[src/rtl/sweep_controller_if.sv]
// -----------------------------------------------------------------------------
// sweep_controller_if
// Bundles the control and status signals of the sweep controller.
//   start, stop, pause      : control requests from the register/control logic
//   lo, hi, mode, n_sweeps  : run configuration, captured on an accepted start
//   cont, dir               : current count value and counting direction
//   busy, done, cfg_err     : run status, completion pulse, rejected-start pulse
//   sweep_cnt               : sweeps completed in the current run
// master : drives control/config, observes status (control logic, testbench)
// slave  : the sweep controller itself
// -----------------------------------------------------------------------------
interface sweep_controller_if #(
   parameter int WIDTH   = 4,
   parameter int SWEEP_W = 8
);
   logic               start;
   logic               stop;
   logic               pause;
   logic [WIDTH-1:0]   lo;
   logic [WIDTH-1:0]   hi;
   logic [1:0]         mode;
   logic [SWEEP_W-1:0] n_sweeps;
   logic [WIDTH-1:0]   cont;
   logic               dir;
   logic               busy;
   logic               done;
   logic [SWEEP_W-1:0] sweep_cnt;
   logic               cfg_err;

   modport master (
      output start, stop, pause, lo, hi, mode, n_sweeps,
      input  cont, dir, busy, done, sweep_cnt, cfg_err
   );

   modport slave (
      input  start, stop, pause, lo, hi, mode, n_sweeps,
      output cont, dir, busy, done, sweep_cnt, cfg_err
   );
endinterface

[src/rtl/sweep_controller.sv]
// -----------------------------------------------------------------------------
// sweep_controller
// Programmable sequencer owning the up/down sweep count register. Supports
// bounce, up-wrap, down-wrap and single up-sweep modes between latched bounds,
// an optional sweep-count limit, pause, abort and completion signalling.
// Ports:
//   clk   : clock, rising edge
//   reset : asynchronous active-low reset
//   bus   : sweep_controller_if.slave (control in, count/status out)
// All outputs come straight from registers.
// -----------------------------------------------------------------------------
module sweep_controller #(
   parameter int WIDTH   = 4,
   parameter int SWEEP_W = 8
) (
   input  logic                clk,
   input  logic                reset,
   sweep_controller_if.slave   bus
);

   typedef enum logic [1:0] {
      ST_IDLE = 2'd0,
      ST_RUN  = 2'd1,
      ST_HOLD = 2'd2
   } state_e;

   localparam logic [1:0] MODE_BOUNCE = 2'b00;
   localparam logic [1:0] MODE_UPWRAP = 2'b01;
   localparam logic [1:0] MODE_DNWRAP = 2'b10;
   localparam logic [1:0] MODE_SINGLE = 2'b11;

   state_e             state_q, state_d;
   logic [WIDTH-1:0]   cont_q, cont_d;
   logic               dir_q, dir_d;
   logic               busy_q, busy_d;
   logic               done_q, done_d;
   logic               cfg_err_q, cfg_err_d;
   logic [SWEEP_W-1:0] sweep_cnt_q, sweep_cnt_d;
   logic [WIDTH-1:0]   lo_q, lo_d;
   logic [WIDTH-1:0]   hi_q, hi_d;
   logic [1:0]         mode_q, mode_d;
   logic [SWEEP_W-1:0] nsw_q, nsw_d;

   logic               sweep_evt_s;
   logic [SWEEP_W-1:0] sweep_inc_s;

   // State, count and latched configuration registers
   always_ff @(posedge clk or negedge reset) begin
      if (!reset) begin
         state_q     <= ST_IDLE;
         cont_q      <= {WIDTH{1'b0}};
         dir_q       <= 1'b0;
         busy_q      <= 1'b0;
         done_q      <= 1'b0;
         cfg_err_q   <= 1'b0;
         sweep_cnt_q <= {SWEEP_W{1'b0}};
         lo_q        <= {WIDTH{1'b0}};
         hi_q        <= {WIDTH{1'b0}};
         mode_q      <= 2'b00;
         nsw_q       <= {SWEEP_W{1'b0}};
      end else begin
         state_q     <= state_d;
         cont_q      <= cont_d;
         dir_q       <= dir_d;
         busy_q      <= busy_d;
         done_q      <= done_d;
         cfg_err_q   <= cfg_err_d;
         sweep_cnt_q <= sweep_cnt_d;
         lo_q        <= lo_d;
         hi_q        <= hi_d;
         mode_q      <= mode_d;
         nsw_q       <= nsw_d;
      end
   end

   // Next-state logic: stop > start > pause > count step
   always_comb begin
      state_d     = state_q;
      cont_d      = cont_q;
      dir_d       = dir_q;
      busy_d      = busy_q;
      done_d      = 1'b0;
      cfg_err_d   = 1'b0;
      sweep_cnt_d = sweep_cnt_q;
      lo_d        = lo_q;
      hi_d        = hi_q;
      mode_d      = mode_q;
      nsw_d       = nsw_q;
      sweep_evt_s = 1'b0;
      sweep_inc_s = sweep_cnt_q + SWEEP_W'(1);

      case (state_q)
         ST_IDLE: begin
            if (bus.stop) begin
               busy_d = 1'b0;
            end else if (bus.start) begin
               if (bus.lo > bus.hi) begin
                  cfg_err_d = 1'b1;
               end else begin
                  lo_d        = bus.lo;
                  hi_d        = bus.hi;
                  mode_d      = bus.mode;
                  nsw_d       = bus.n_sweeps;
                  sweep_cnt_d = {SWEEP_W{1'b0}};
                  busy_d      = 1'b1;
                  state_d     = ST_RUN;
                  // Down-wrap starts at the top bound counting down
                  if (bus.mode == MODE_DNWRAP) begin
                     cont_d = bus.hi;
                     dir_d  = 1'b1;
                  end else begin
                     cont_d = bus.lo;
                     dir_d  = 1'b0;
                  end
               end
            end else begin
               state_d = ST_IDLE;
            end
         end

         ST_RUN: begin
            if (bus.stop) begin
               state_d = ST_IDLE;
               busy_d  = 1'b0;
            end else if (bus.pause) begin
               state_d = ST_HOLD;
            end else begin
               case (mode_q)
                  MODE_BOUNCE: begin
                     // Endpoint edges only flip direction; the count dwells one cycle
                     if (!dir_q) begin
                        if (cont_q != hi_q) begin
                           cont_d = cont_q + WIDTH'(1);
                        end else begin
                           dir_d       = 1'b1;
                           sweep_evt_s = 1'b1;
                        end
                     end else begin
                        if (cont_q != lo_q) begin
                           cont_d = cont_q - WIDTH'(1);
                        end else begin
                           dir_d       = 1'b0;
                           sweep_evt_s = 1'b1;
                        end
                     end
                  end
                  MODE_UPWRAP: begin
                     if (cont_q != hi_q) begin
                        cont_d = cont_q + WIDTH'(1);
                     end else begin
                        cont_d      = lo_q;
                        sweep_evt_s = 1'b1;
                     end
                  end
                  MODE_DNWRAP: begin
                     if (cont_q != lo_q) begin
                        cont_d = cont_q - WIDTH'(1);
                     end else begin
                        cont_d      = hi_q;
                        sweep_evt_s = 1'b1;
                     end
                  end
                  MODE_SINGLE: begin
                     if (cont_q != hi_q) begin
                        cont_d = cont_q + WIDTH'(1);
                     end else begin
                        sweep_evt_s = 1'b1;
                     end
                  end
                  default: begin
                     state_d = ST_IDLE;
                     busy_d  = 1'b0;
                  end
               endcase

               // Single mode always ends after one sweep; otherwise a zero limit runs forever
               if (sweep_evt_s) begin
                  sweep_cnt_d = sweep_inc_s;
                  if ((mode_q == MODE_SINGLE) ||
                      ((nsw_q != {SWEEP_W{1'b0}}) && (sweep_inc_s == nsw_q))) begin
                     state_d = ST_IDLE;
                     busy_d  = 1'b0;
                     done_d  = 1'b1;
                  end else begin
                     state_d = ST_RUN;
                  end
               end else begin
                  sweep_cnt_d = sweep_cnt_q;
               end
            end
         end

         ST_HOLD: begin
            if (bus.stop) begin
               state_d = ST_IDLE;
               busy_d  = 1'b0;
            end else if (!bus.pause) begin
               // Release edge only resumes; stepping starts on the next edge
               state_d = ST_RUN;
            end else begin
               state_d = ST_HOLD;
            end
         end

         default: begin
            state_d = ST_IDLE;
            busy_d  = 1'b0;
         end
      endcase
   end

   assign bus.cont      = cont_q;
   assign bus.dir       = dir_q;
   assign bus.busy      = busy_q;
   assign bus.done      = done_q;
   assign bus.sweep_cnt = sweep_cnt_q;
   assign bus.cfg_err   = cfg_err_q;

endmodule

[src/flat_wrapper.sv]
// flat-port wrapper written by rule: the top's interface ports become plain ports
module sweep_controller_flat 
#(
   parameter int WIDTH   = 4,
   parameter int SWEEP_W = 8
)
  (clk, reset, bus_start, bus_stop, bus_pause, bus_lo, bus_hi, bus_mode, bus_n_sweeps, bus_cont, bus_dir, bus_busy, bus_done, bus_sweep_cnt, bus_cfg_err);
  sweep_controller_if #(.WIDTH(WIDTH), .SWEEP_W(SWEEP_W)) bus_i ();
  input  logic clk;
  input  logic reset;
  input wire logic [$bits(bus_i.start)-1:0] bus_start;
  input wire logic [$bits(bus_i.stop)-1:0] bus_stop;
  input wire logic [$bits(bus_i.pause)-1:0] bus_pause;
  input wire logic [$bits(bus_i.lo)-1:0] bus_lo;
  input wire logic [$bits(bus_i.hi)-1:0] bus_hi;
  input wire logic [$bits(bus_i.mode)-1:0] bus_mode;
  input wire logic [$bits(bus_i.n_sweeps)-1:0] bus_n_sweeps;
  output wire logic [$bits(bus_i.cont)-1:0] bus_cont;
  output wire logic [$bits(bus_i.dir)-1:0] bus_dir;
  output wire logic [$bits(bus_i.busy)-1:0] bus_busy;
  output wire logic [$bits(bus_i.done)-1:0] bus_done;
  output wire logic [$bits(bus_i.sweep_cnt)-1:0] bus_sweep_cnt;
  output wire logic [$bits(bus_i.cfg_err)-1:0] bus_cfg_err;
  assign bus_i.start = bus_start;
  assign bus_i.stop = bus_stop;
  assign bus_i.pause = bus_pause;
  assign bus_i.lo = bus_lo;
  assign bus_i.hi = bus_hi;
  assign bus_i.mode = bus_mode;
  assign bus_i.n_sweeps = bus_n_sweeps;
  assign bus_cont = bus_i.cont;
  assign bus_dir = bus_i.dir;
  assign bus_busy = bus_i.busy;
  assign bus_done = bus_i.done;
  assign bus_sweep_cnt = bus_i.sweep_cnt;
  assign bus_cfg_err = bus_i.cfg_err;
  sweep_controller #(.WIDTH(WIDTH), .SWEEP_W(SWEEP_W)) u_core (.clk(clk), .reset(reset), .bus(bus_i));
endmodule
[config.mk]
export PLATFORM = sky130hd
export DESIGN_NAME = sweep_controller_flat
export DESIGN_NICKNAME = d
export VERILOG_FILES = /design/src/rtl/sweep_controller_if.sv /design/src/rtl/sweep_controller.sv /design/src/flat_wrapper.sv
export SDC_FILE = /design/constraint.sdc
export NUM_CORES = 1
export LEC_CHECK = 0
export CORE_MARGIN = 2
export CORE_UTILIZATION = 40
export CTS_BUF_LIST = sky130_fd_sc_hd__clkbuf_8
export CTS_CLUSTER_SIZE = 10
export DETAILED_ROUTE_END_ITERATION = 8
export PLACE_DENSITY = 0.69
export SLEW_MARGIN = 10
export SYNTH_ARGS = -nofsm -noshare
export SYNTH_HDL_FRONTEND = slang
export SYNTH_SLANG_ARGS = --single-unit
export TNS_END_PERCENT = 30
[constraint.sdc]
create_clock -name clk -period 3.5 [get_ports clk]
set_clock_uncertainty 0.15 [all_clocks]
set_input_delay 0.7 -clock clk [delete_from_list [all_inputs] [get_ports clk]]
set_output_delay 0.7 -clock clk [all_outputs]
set_load 0.01 [all_outputs]
==> results_dict.tcl <==
set metrics [dict create \
    core_sq_mm 0.00599 \
    multi_input_area_sq_mm 0.00151 \
    mostFrequentLayoutCells "sky130_fd_sc_hd__clkdlybuf4s50_1 (38), sky130_fd_sc_hd__dfrtp_1 (36), sky130_fd_sc_hd__nand2_1 (23)" \
    synth-async-reset-ratio_pct 100 \
    finalCoreUtilization_pct 50.9 \
    period_minus_slack_ns 2.86 \
    ys.flop_type "sky130_fd_sc_hd__dfrtp_1" \
    grt_first_pass_wirelength_um 9490 \
    antenna_violating_nets_post_route 0 \
    setup-tns-final_ns 0 \
    mapped_avg_cell_area_sq_um 9.27 \
    setup_repair_after_global_routing_missed_its_margin "false" \
    p_sw_share_pct 39.9 \
    clockRootBuffer "sky130_fd_sc_hd__clkbuf_8" \
    post_cts_buffers 0 \
    type_of_the_setup_path_with_the_least_slack "in2reg" \
    highest_clock_rate_mhz 350 \
    synth-seq-area-share_pct 35.9 \
    synthToLayoutAreaGrowth_pct 21.4 \
    insertion_delay_ns 0.30 \
    report.final.hold_viol_count 0 \
    die_h_um 83.3 \
    pin_count_of_the_biggest_net_entering_global_routing 37 \
    yosys_warnings 0 \
    drt-pass1-iter-count 4 \
    instance_count_of_the_mapped_netlist 271 \
    final-seq-area_sq_um 901 \
    worst_ir_drop_vdd_mv 0.252 \
    drt-wirelength-per-cell_um 14.9 \
    number_of_synthesized_register_bits 36 \
    comb_power_share_pct 42.8 \
    io_pins 39 \
    switching_pwr_mw 0.705 \
    fillerInstances 565 \
    data_required_time_at_the_worst_endpoint_ns 3.53 \
    layout_commonest_cell "sky130_fd_sc_hd__clkdlybuf4s50_1" \
    final-max-slew-violation-count 0 \
    antenna_found_initial 0 \
    p_leak_nw 1.30 \
    dr_iter_0_viols 226 \
    cts.sinks 36 \
    finalWirelength_um 5670 \
    finalNetCount 336 \
    cts_hold_buffers_added 0 \
    synth.net_count 301 \
    number_of_global_route_vias_before_repair 1945 \
    cts-resized-gates 0 \
    critPathMaxFanout 22 \
    drv_cap 0 \
    die_w_um 83.3 \
    clkSlewWorstSetupHoldPaths_ns 0.07 \
    cts_tree "done" \
    seq_power_share_pct 39.3 \
    floorplan.initialDensity_pct 41.9 \
    placer_congestion 0.860 \
    setup_viol 0 \
    unique_cell_type_count_in_the_yosys_netlist 53 \
    tightestPinTransition_ns 0.589 \
    via_per_inst 5.48 \
    power.internal_mw 1.06 \
    cts-buffers-inserted 5 \
    cell_area_synth_sq_mm 0.00251 \
    clock_tree.htree_level_count 2 \
    worstHoldPathType "reg2reg" \
    clockBufferDepth 2 \
    drc 0 \
    floorplan.die_area_sq_mm 0.00693 \
    synth-edff-count 0 \
    max_slew_headroom_at_the_worst_pin_pct 60.4 \
    remaining_overflow_grt 0 \
    period_share_pct 81.6 \
    row_count 28 \
    power_per_cell_area_mw_per_mm2 579 \
    run_status "completed" \
    grt_util_all_layers_pct 16.7 \
    io_buffers 38 \
    diodes 0 \
    post_route_cells_drive_above_1_share_pct 12.1 \
    pwr-share-clk_pct 17.9 \
    startpoint_type "input port" \
    dp_hpwl_um 4250 \
    routed_via_count 2092 \
    end_kind "flip-flop" \
    worstPathArrival_ns 2.89 \
]
==> power by group through the flow <==
stage,logic (mW),registers (mW),clock network [mW]
after floorplan,0.633,0.608,0
after global placement,0.739,0.696,0
after detailed placement,0.753,0.701,0
after CTS,0.757,0.692,0.330
after global routing,0.831,0.716,0.345
final,0.755,0.694,0.316
==> per-stage QoR <==
stage               hold slack (ns)  std cells  area (sq um)  power (mW)  setup WS [ns]
floorplan                     0.254        271          2510        1.24          0.978
finish                        0.391        382          3050        1.77          0.643
global placement              0.366        374          2950        1.43          0.365
CTS                           0.396        382          3050        1.78          0.672
global route                  0.432        382          3050        1.89          0.495
detailed placement            0.379        374          2950        1.45          0.357
==> cells in the mapped netlist (3+ instances only) <==
master / number / area [sq um]
sky130_fd_sc_hd__dfrtp_1: 36 / 901
sky130_fd_sc_hd__clkbuf_1: 9 / 33.8
sky130_fd_sc_hd__nor3_1: 10 / 50.1
sky130_fd_sc_hd__mux2_2: 18 / 203
sky130_fd_sc_hd__o211ai_1: 4 / 30.0
sky130_fd_sc_hd__and2_1: 5 / 31.3
sky130_fd_sc_hd__and3_1: 3 / 18.8
sky130_fd_sc_hd__nand3_1: 3 / 15.0
sky130_fd_sc_hd__ha_1: 7 / 87.6
sky130_fd_sc_hd__mux2i_1: 9 / 90.1
sky130_fd_sc_hd__o21ai_0: 18 / 90.1
sky130_fd_sc_hd__nand2b_1: 8 / 50.1
sky130_fd_sc_hd__nand2_1: 23 / 86.3
sky130_fd_sc_hd__o211a_1: 3 / 30.0
sky130_fd_sc_hd__nor4_1: 3 / 18.8
sky130_fd_sc_hd__a21oi_1: 17 / 85.1
sky130_fd_sc_hd__inv_1: 9 / 33.8
sky130_fd_sc_hd__xor2_1: 13 / 114
sky130_fd_sc_hd__xnor2_1: 7 / 61.3
sky130_fd_sc_hd__nor2_1: 19 / 71.3
sky130_fd_sc_hd__buf_2: 3 / 15.0
==> cells by family after synthesis <==
family / after synthesis / synth area share (%)
AOI/OAI and AO/OA: 69 / 18.6
xor gates and xnor gates: 20 / 6.97
adders and majority gates: 7 / 3.49
buffers and inverters: 24 / 4.18
DFF: 36 / 35.9
muxes: 29 / 12.6
and+or+nand+nor: 86 / 18.3
==> per-layer routing <==
| layer | global-route usage, % | routed length, um | vias up |
|---|---|---|---|
| met1 | 24.2 | 2770 | 976 |
| met3 | 2.09 | 216 | 7 |
| li1 | - | - | 1050 |
| met5 | 0 | 0 | - |
| met2 | 25.6 | 2600 | 59 |
| met4 | 6.26 | 94 | 0 |
==> sequential cells by signal, summed over array words and instances (netlist names) <==
signal,flops
u_core.bus.busy,1
u_core.bus.cfg_err,1
u_core.bus.cont,4
u_core.bus.dir,1
u_core.bus.done,1
u_core.bus.sweep_cnt,8
u_core.hi_q,4
u_core.lo_q,4
u_core.mode_q,2
u_core.nsw_q,8
u_core.state_q,2
==> critical path, stage by stage <==
cell                              delay [ns]
sky130_fd_sc_hd__clkdlybuf4s50_1        0.47
sky130_fd_sc_hd__inv_1                  0.06
sky130_fd_sc_hd__ha_1                   0.30
sky130_fd_sc_hd__o21ai_0                0.14
sky130_fd_sc_hd__a21oi_1                0.06
sky130_fd_sc_hd__o21ai_1                0.42
sky130_fd_sc_hd__nand2_1                0.18
sky130_fd_sc_hd__buf_4                  0.27
sky130_fd_sc_hd__mux2_2                 0.30
==> path summary, 6_finish.rpt <==
path / cells after the start / start / slack [ns] / to
worst min-delay path: 2 / u_core.hi_q[1] / 0.39 / u_core.hi_q[1]
worst max register to register: 7 / u_core.bus.cont[3] / 0.90 / u_core.bus.cont[2]
worst min register to register: 2 / u_core.hi_q[1] / 0.39 / u_core.hi_q[1]
min in group asynchronous: 2 / reset / 0.67 / u_core.nsw_q[5]
max in group asynchronous: 2 / reset / 2.19 / u_core.bus.sweep_cnt[5]
worst max-delay path: 9 / bus_hi[2] / 0.64 / u_core.nsw_q[4]
==> final cells by class <==
cell class                 count  share of cell area (%)
clock buffer                   6                    2.71
clock inverter                 2                   0.492
inverter                       9                    1.11
multi-input combinational    211                    49.4
sequential                    36                    29.5
tap                           75                    3.08
timing repair buffer          43                    13.7
Power figures use the tool's default switching activity.
